==> config.mk <==
export PLATFORM = sky130hd
export DESIGN_NAME = fpu_to_int
export DESIGN_NICKNAME = d
export VERILOG_FILES = /design/src/rtl/fpu_to_int.sv
export SDC_FILE = /design/constraint.sdc
export NUM_CORES = 1
export LEC_CHECK = 0
export BUFFER_PORTS_ARGS = -buffer_cell sky130_fd_sc_hd__buf_2
export CORE_MARGIN = 1.5
export CORE_UTILIZATION = 53
export CTS_BUF_LIST = sky130_fd_sc_hd__clkbuf_8
export DETAILED_ROUTE_END_ITERATION = 7
export PLACE_DENSITY = 0.77
export SLEW_MARGIN = 30
export SYNTH_ARGS = -nofsm -noshare
export SYNTH_HDL_FRONTEND = slang
export SYNTH_SLANG_ARGS = --single-unit
==> constraint.sdc <==
create_clock -name clock100KHz -period 2.67 [get_ports clock100KHz]
set_input_delay 0.267 -clock clock100KHz [delete_from_list [all_inputs] [get_ports clock100KHz]]
set_output_delay 0.267 -clock clock100KHz [all_outputs]
set_load 0.1 [all_outputs]
==> src/rtl/fpu_to_int.sv <==
// ============================================================================
// fpu_to_int
// ----------------------------------------------------------------------------
// Purpose:
//   Converts one 32-bit word from the FPU's float format to a signed OUT_W-bit
//   two's-complement integer. The float layout is sign[31], exp[30:25] and
//   mant[24:0], with an implicit leading 1, so the value is
//   (-1)^s * 1.mant * 2^(exp-BIAS).
//   The conversion uses a 1-bit-per-cycle shifter. A start/busy/done
//   handshake controls it. Bits shifted out to the right set a sticky flag,
//   and that flag reports the result as INEXACT.
//
// Ports:
//   clock100KHz  in   1      single clock, rising edge
//   reset        in   1      asynchronous, active-high reset
//   start        in   1      1-cycle request, ignored while busy=1
//   float_in     in   32     operand, sampled when start=1 && !busy
//   int_out      out  OUT_W  converted integer, held until the next done
//   status_out   out  4      one-hot: 0001 EXACT, 0010 INEXACT,
//                            0100 OVERFLOW, 1000 UNDERFLOW
//   busy         out  1      high from the cycle after acceptance through
//                            the done cycle
//   done         out  1      1-cycle pulse; int_out and status_out are valid
//                            from this cycle
//
// Only OUT_W = 32 is supported.
// ============================================================================
module fpu_to_int #(
    parameter int BIAS  = 31,
    parameter int OUT_W = 32
) (
    input  logic             clock100KHz,
    input  logic             reset,
    input  logic             start,
    input  logic [31:0]      float_in,
    output logic [OUT_W-1:0] int_out,
    output logic [3:0]       status_out,
    output logic             busy,
    output logic             done
);

    localparam logic [3:0] ST_EXACT     = 4'b0001;
    localparam logic [3:0] ST_INEXACT   = 4'b0010;
    localparam logic [3:0] ST_OVERFLOW  = 4'b0100;
    localparam logic [3:0] ST_UNDERFLOW = 4'b1000;

    typedef enum logic [1:0] {
        IDLE,
        UNPACK,
        SHIFT,
        FINISH
    } state_t;

    state_t      state;
    logic        sign_q;
    logic [5:0]  exp_q;
    logic [31:0] mag;
    logic        sticky;
    logic        shift_left;
    logic [4:0]  shift_cnt;
    logic [3:0]  status_pre;
    logic        status_set;

    // Decode the unbiased exponent from the latched exp field.
    //
    // e_bits is 7 bits wide and is read as signed. The range is -31..32, so
    // bit 6 is the "less than one" flag.
    //
    // Shift distances are only used when 0 <= E <= 30. In that range 5-bit
    // modular arithmetic is exact.
    logic [6:0]  e_bits;
    logic        e_neg;
    logic        e_big;
    logic        mant_zero;
    logic [4:0]  n_right;
    logic [4:0]  n_left;

    always_comb begin
        e_bits    = {1'b0, exp_q} - 7'(BIAS);
        e_neg     = e_bits[6];
        e_big     = ($signed(e_bits) >= 7'sd31);
        mant_zero = (mag[24:0] == 25'd0);
        n_right   = 5'd25 - e_bits[4:0];
        n_left    = e_bits[4:0] - 5'd25;
    end

    // Conversion FSM with registered outputs.
    //
    // IDLE has two jobs. It clears busy one cycle after done, and it accepts
    // a new request. Because busy is still high in the done cycle, a start
    // asserted in that cycle is ignored.
    //
    // UNPACK handles the early-exit cases and loads the shift distance.
    // SHIFT moves the magnitude 1 bit per cycle.
    // FINISH applies the sign and publishes the result with a 1-cycle done.
    always_ff @(posedge clock100KHz or posedge reset) begin
        if (reset) begin
            state      <= IDLE;
            sign_q     <= 1'b0;
            exp_q      <= 6'd0;
            mag        <= 32'd0;
            sticky     <= 1'b0;
            shift_left <= 1'b0;
            shift_cnt  <= 5'd0;
            status_pre <= 4'd0;
            status_set <= 1'b0;
            int_out    <= '0;
            status_out <= 4'd0;
            busy       <= 1'b0;
            done       <= 1'b0;
        end else begin
            done <= 1'b0;
            case (state)
                IDLE: begin
                    if (busy) begin
                        busy <= 1'b0;
                    end else if (start) begin
                        sign_q     <= float_in[31];
                        exp_q      <= float_in[30:25];
                        mag        <= {6'd0, 1'b1, float_in[24:0]};
                        sticky     <= 1'b0;
                        status_pre <= 4'd0;
                        status_set <= 1'b0;
                        busy       <= 1'b1;
                        state      <= UNPACK;
                    end
                end

                UNPACK: begin
                    if (exp_q == 6'd0 && mant_zero) begin
                        mag        <= 32'd0;
                        status_pre <= ST_EXACT;
                        status_set <= 1'b1;
                        state      <= FINISH;
                    end else if (e_neg) begin
                        mag        <= 32'd0;
                        status_pre <= ST_UNDERFLOW;
                        status_set <= 1'b1;
                        state      <= FINISH;
                    end else if (e_big) begin
                        // The only representable value at or beyond 2^31
                        // is exactly -2^31.
                        if (e_bits == 7'd31 && mant_zero && sign_q) begin
                            mag        <= 32'h8000_0000;
                            status_pre <= ST_EXACT;
                        end else begin
                            mag        <= 32'd0;
                            status_pre <= ST_OVERFLOW;
                        end
                        status_set <= 1'b1;
                        state      <= FINISH;
                    end else if (e_bits[4:0] < 5'd25) begin
                        shift_left <= 1'b0;
                        shift_cnt  <= n_right;
                        state      <= SHIFT;
                    end else if (e_bits[4:0] > 5'd25) begin
                        shift_left <= 1'b1;
                        shift_cnt  <= n_left;
                        state      <= SHIFT;
                    end else begin
                        state <= FINISH;
                    end
                end

                SHIFT: begin
                    // Left shifts are at most 5 places here, so the top bit
                    // never leaves the register.
                    if (shift_left) begin
                        mag <= {mag[30:0], 1'b0};
                    end else begin
                        mag    <= {1'b0, mag[31:1]};
                        sticky <= sticky | mag[0];
                    end
                    shift_cnt <= shift_cnt - 5'd1;
                    if (shift_cnt == 5'd1) begin
                        state <= FINISH;
                    end
                end

                FINISH: begin
                    // Negating zero gives zero, so -0 needs no special case.
                    int_out <= sign_q ? OUT_W'(-mag) : OUT_W'(mag);
                    if (status_set) begin
                        status_out <= status_pre;
                    end else begin
                        status_out <= sticky ? ST_INEXACT : ST_EXACT;
                    end
                    done  <= 1'b1;
                    state <= IDLE;
                end

                default: begin
                    state <= IDLE;
                end
            endcase
        end
    end

endmodule
==> summary.txt, run 1 <==
status: finished, final reports clean
Arr. time, crit path: 2.88 ns
cell count after synthesis: 604
most frequent cells in the layout: 89 x dfrtp_1, 72 x buf_2, 67 x a21oi_1, 66 x nor2_1, 60 x nand2_1
die width: 104 um
Hold Path Origin: float_in[25]
final hold viol count: 0
Detail Route Antenna Nets: 0
Post-synth top flop: dfrtp_1
critical-path maximum fanout: 31
clk sinks: 90
# DRC: 0
crit share post-route: 97.2%
max frequency: 386 MHz
WL per Instance: 16.2 um
Ports: 73
starting DRC count in detailed routing: 399
Slew HR: 52.8%
DR pass1 iterations: 5
CP Data Required Time: 2.96 ns
fin. max-slew vios: 0
worst setup path start: exp_q[0]
total grt overflow: 0
fillers: 823
layout cell share with drive strength beyond 1: 21.8%
CP endpoint kind: register
WL final: 13100 um
maxcap violations: 0
Setup-failing EPs final: 0
fin crit period: 2.59 ns
Post-DP HPWL: 8770 um
Syn. warnings: 0
Core Rows: 36
Placer Congestion: 0.974
CTS tree: built
P&R area growth vs syn: 16.0%
number of vias per cell: 5.81
CP Launch Type: register
setup_tns: 0 ns
Tightest Pin Transition: 0.706 ns
start of the worst register-to-register path: exp_q[0]
FF+latch area: 2250 um^2
CTS max path bufs: 2
Layout Nets: 723
Mapped Area: 5450 um^2
Die Y: 104 um
H-tree Lvls: 3
Mean Syn Cell Area: 9.03 um^2
root buf cell: clkbuf_8
vias: 4710
dpl cell area: 5990 um^2
Distinct cells, synth: 65
EDFF count, synth: 0
initial antenna violation count: 0
Total Die Area: 10900 um^2
flop2flop setup slack: 0.08 ns
vias in the first global route: 4303
Core Area: 9860 um^2
largest net degree at the start of global routing: 64
type of the worst setup path: register to register
Worst-path clk slew: 0.09 ns
GRT Overall Usage: 24.1%
TritonCTS Buffers: 9
multi-input logic area: 2990 um^2
first-pass GRT wire length: 21200 um
number of port buffers: 72
post-layout instance area: 6320 um^2
commonest non-fill, non-tap cell in the layout: dfrtp_1
Initial Utilization: 55.3%
Seq/Total Area, Yosys: 41.3%
Clk Latency, worst-skew pair: 0.37 ns
# diodes: 0
clock skew: 0.0114 ns
synthesized netlist net count: 654
FF+latch count, synth: 90
fraction of registers with async set/reset: 100%
Worst Hold Class: input port to register
## flip-flops by register name (all words and copies together) (netlist names), 2 cells and up
name	cells
int_out	32
mag	32
exp_q	6
shift_cnt	5
status_out	4
status_pre	3
state	2
## per-layer routing
metal  global-route usage [%]  wire (um)
met1                     35.5       6120
met2                     35.5       6030
met4                     9.13        244
met3                     3.95        761
met5                        0          0
## path summary, 6_finish.rpt
kind                          endpoint  depth (start not counted)
min                           exp_q[0]                          2
min reg2reg                int_out[26]                          2
max reg2reg                    mag[17]                         10
min in group asynchronous  int_out[23]                          3
max                            mag[17]                         10
max in group asynchronous       mag[2]                          4
## per-stage QoR
step	setup WS (ns)	utilization (%)	instances	hold slack [ns]
6_report	0.0760	64.1	811	0.120
5_1_grt	-0.0346	64.1	811	0.118
4_1_cts	0.0278	62.9	805	0.110
3_5_place_dp	0.0462	60.7	788	0.401
3_3_place_gp	0.191	60.7	788	0.389
2_1_floorplan	0.0483	-	604	0.418
## layout make-up
class                      count  area share [%]
multi-input combinational    451            47.3
sequential                    90            35.6
timing repair buffer          96            9.73
tap                          133            2.63
clock buffer                  10            2.18
inverter                      25            1.50
clock inverter                 6            1.03
## repair_timing
action | CTS | global route
gates resized for setup | 0 | 8
hold buffers | 1 | 0
setup buffers | 0 | 3
setup endpoints to repair | 0 | 25
endpoints found under the hold margin | 32 | 0
## synth_stat cells, drive strengths merged (6+ instances only)
cell type	number	area share (%)
inv	23	1.6
nand2	61	4.2
a21oi	67	6.1
mux2i	34	6.2
mux2	10	2.1
xnor2	6	0.96
buf	16	1.5
dfrtp	90	41
nor2	66	4.5
ha	15	3.4
nor3	6	0.76
clkbuf	23	1.6
o21ai	51	4.7
xor2	30	4.8
o31ai	14	2.4
nand3	11	1.0
## logic make-up after synthesis
family | synth area share (%)
buffers and inverters | 4.79
AO/OA/AOI/OAI | 20.6
adder cells (fa/ha/maj) | 3.44
flip-flops | 41.3
multiplexers | 8.30
XOR/XNOR | 5.78
AND/OR/NAND/NOR | 15.8
## worst max-delay path: stages (launching register included)
cell	delay [ns]
dfrtp_2	0.43
inv_1	0.09
ha_1	0.36
ha_1	0.20
and3_1	0.19
a211o_4	0.39
o311ai_4	0.30
buf_4	0.19
clkbuf_16	0.21
nand2_1	0.07
o21ai_0	0.09
Power of run 1 is left out: the tool's default activity adds up to more than one toggle a clock period on the data nets, which glitch-free logic cannot reach.
==> inputs of run 2 (changes only) <==
--- a/config.mk
+++ b/config.mk
@@ -12,4 +12,5 @@
 export DETAILED_ROUTE_END_ITERATION = 7
 export PLACE_DENSITY = 0.77
+export RECOVER_POWER = 25
 export SLEW_MARGIN = 30
 export SYNTH_ARGS = -nofsm -noshare
==> constraint.sdc (replaced) <==
create_clock -name clock100KHz -period 2.67 [get_ports clock100KHz]
set_input_delay 0.1335 -clock clock100KHz [delete_from_list [all_inputs] [get_ports clock100KHz]]
set_output_delay 0.1335 -clock clock100KHz [all_outputs]
set_load 0.1 [all_outputs]
==> summary.txt, run 2 (same netlist as run 1, synthesis figures left out) <==
status: finished, final reports clean (unchanged)
most frequent cells in the layout: 90 x dfrtp_1, 71 x buf_2, 67 x a21oi_1, 66 x nor2_1, 60 x nand2_1 (was 89 x dfrtp_1, 72 x buf_2, 67 x a21oi_1, 66 x nor2_1, 60 x nand2_1)
fin crit period: 2.55 ns (was 2.59 ns)
post-layout instance area: 6320 um^2 (about the same)
routed wl met2: 5670 um (was 6030 um)
Clk Latency, worst-skew pair: 0.36 ns (was 0.37 ns)
Layout Nets: 734 (was 723)
Slew HR: 17.6% (was 52.8%)
Core Util, Final: 64.1% (about the same)
Worst path most repeated cell: ha_1 (unchanged)
max frequency: 392 MHz (was 386 MHz)
setup_tns: 0 ns (unchanged)
vias in the first global route: 4313 (was 4303)
Slowest cell on crit path: dfrtp_1 (was dfrtp_2)
CP endpoint kind: register (unchanged)
CTS tree: built (unchanged)
starting DRC count in detailed routing: 286 (was 399)
first-pass GRT wire length: 21400 um (was 21200 um)
TritonCTS Buffers: 9 (unchanged)
Placer Congestion: 0.917 (was 0.974)
DR top layer: met4 (unchanged)
Arr. time, crit path: 2.81 ns (was 2.88 ns)
Largest stage delay, worst path: 0.41 ns (was 0.43 ns)
fillers: 840 (was 823)
# DRC: 0 (unchanged)
type of the worst setup path: register to register (unchanged)
dpl cell area: 6020 um^2 (was 5990 um^2)
die width: 104 um (unchanged)
H-tree Lvls: 3 (unchanged)
largest net degree at the start of global routing: 91 (was 64)
Core Area: 9860 um^2 (unchanged)
Total Die Area: 10900 um^2 (unchanged)
RSZ-0062 raised after global routing: no
CP Launch Type: register (unchanged)
final hold viol count: 0 (unchanged)
clock skew: 0.0111 ns (was 0.0114 ns)
CP Data Required Time: 2.93 ns (was 2.96 ns)
Detail Route Antenna Nets: 0 (unchanged)
Die Y: 104 um (unchanged)
total grt overflow: 0 (unchanged)
Initial Utilization: 55.3% (unchanged)
GRT Overall Usage: 24.2% (was 24.1%)
WL final: 12700 um (was 13100 um)
flop2flop setup slack: 0.12 ns (was 0.08 ns)
P&R area growth vs syn: 15.9% (was 16.0%)
root buf cell: clkbuf_8 (unchanged)
Ports: 73 (unchanged)
Setup-failing EPs final: 0 (unchanged)
CTS max path bufs: 2 (unchanged)
# diodes: 0 (unchanged)
Top Registers: int_out: 32 flops, mag: 32 flops, exp_q: 6 flops (unchanged)
number of vias per cell: 5.67 (was 5.81)
commonest non-fill, non-tap cell in the layout: dfrtp_1 (unchanged)
fin. max-slew vios: 0 (unchanged)
WL per Instance: 15.5 um (was 16.2 um)
Tightest Pin Transition: 1.24 ns (was 0.706 ns)
critical-path maximum fanout: 5 (was 31)
layout cell share with drive strength beyond 1: 21.8% (about the same)
CP Cell Sequence: inv_1 > ha_1 > ha_1 > and3_1 > a211o_1 > a211oi_4 > buf_4 > nand2_1 > mux2_2 (was inv_1 > ha_1 > ha_1 > and3_1 > a211o_4 > o311ai_4 > buf_4 > clkbuf_16 > nand2_1 > o21ai_0)
DR pass1 iterations: 5 (unchanged)
Post-DP HPWL: 8790 um (was 8770 um)
WL met3: 687 um (was 761 um)
number of port buffers: 72 (unchanged)
Post-Route M1 WL: 6070 um (was 6120 um)
Core Rows: 36 (unchanged)
Worst-path clk slew: 0.10 ns (was 0.09 ns)
initial antenna violation count: 0 (unchanged)
vias: 4661 (was 4710)
crit share post-route: 95.5% (was 97.2%)
clk sinks: 90 (unchanged)
maxcap violations: 0 (unchanged)
Worst Hold Class: input port to register (unchanged)
run 2: changes by cell type in the layout (fill, tap and decap cells not counted), sizes merged:
cell | before | now
clkinv | 6 | 4
clkinvlp | 1 | 4
inv | 23 | 24
buf | 93 | 97
dlygate4sd3 | 1 | 8
bufinv | 1 | 0
a211oi | 6 | 5
run 2: final cells by class:
class / instances / area (um^2) / share of cell area (%)
clock buffers: 9 / 124 / 1.96
clock inverters: 7 / 53.8 / 0.851
inverters: 25 / 95.1 / 1.50
multi-input cells: 450 / 2950 / 46.7
flip-flops and latches: 90 / 2250 / 35.6
well taps: 133 / 166 / 2.63
repair buffers: 108 / 677 / 10.7
run 2: critical path: cells and delay by family, from the launching register on:
family                   cells  cell delay [ns]
adder cells (fa/ha/maj)      2             0.56
buffers and inverters        2             0.25
AND/OR/NAND/NOR              2             0.23
AO/OA/AOI/OAI                2             0.74
multiplexers                 1             0.26
flip-flops                   1             0.41
run 2: path summary, 6_finish.rpt:
| path | start | cells after the start | endpoint |
|---|---|---|---|
| min in group asynchronous | reset | 4 | busy |
| min reg2reg | int_out[26] | 2 | int_out[26] |
| max in group asynchronous | reset | 4 | mag[23] |
| min | float_in[14] | 3 | mag[14] |
| max reg2reg | exp_q[0] | 9 | shift_left |
| max | exp_q[0] | 9 | shift_left |
run 2: per-layer routing:
metal	GRT usage (%)	up-vias
met2	35.2	149
met4	9.62	0
met3	3.63	24
met5	0	-
li1	-	2279
met1	36.1	2209
run 2: metrics by stage:
step | std cells | setup slack, ns | hold WS [ns]
2_1_floorplan | 604 | 0.0483 | 0.284
3_3_place_gp | 792 | 0.216 | 0.277
3_5_place_dp | 792 | 0.0997 | 0.282
4_1_cts | 816 | 0.0828 | 0.0508
5_1_grt | 822 | 0.00955 | 0.0491
6_report | 822 | 0.120 | 0.0535
run 2: repair_timing:
action / 4_1_cts / 5_1_grt
hold buffers: 8 / 0
buffers inserted: 0 / 6
gates resized for setup: 0 / 4
setup endpoints to repair: 0 / 8
hold endpoints to repair: 97 / 0
Power of run 2 is left out for the same reason.
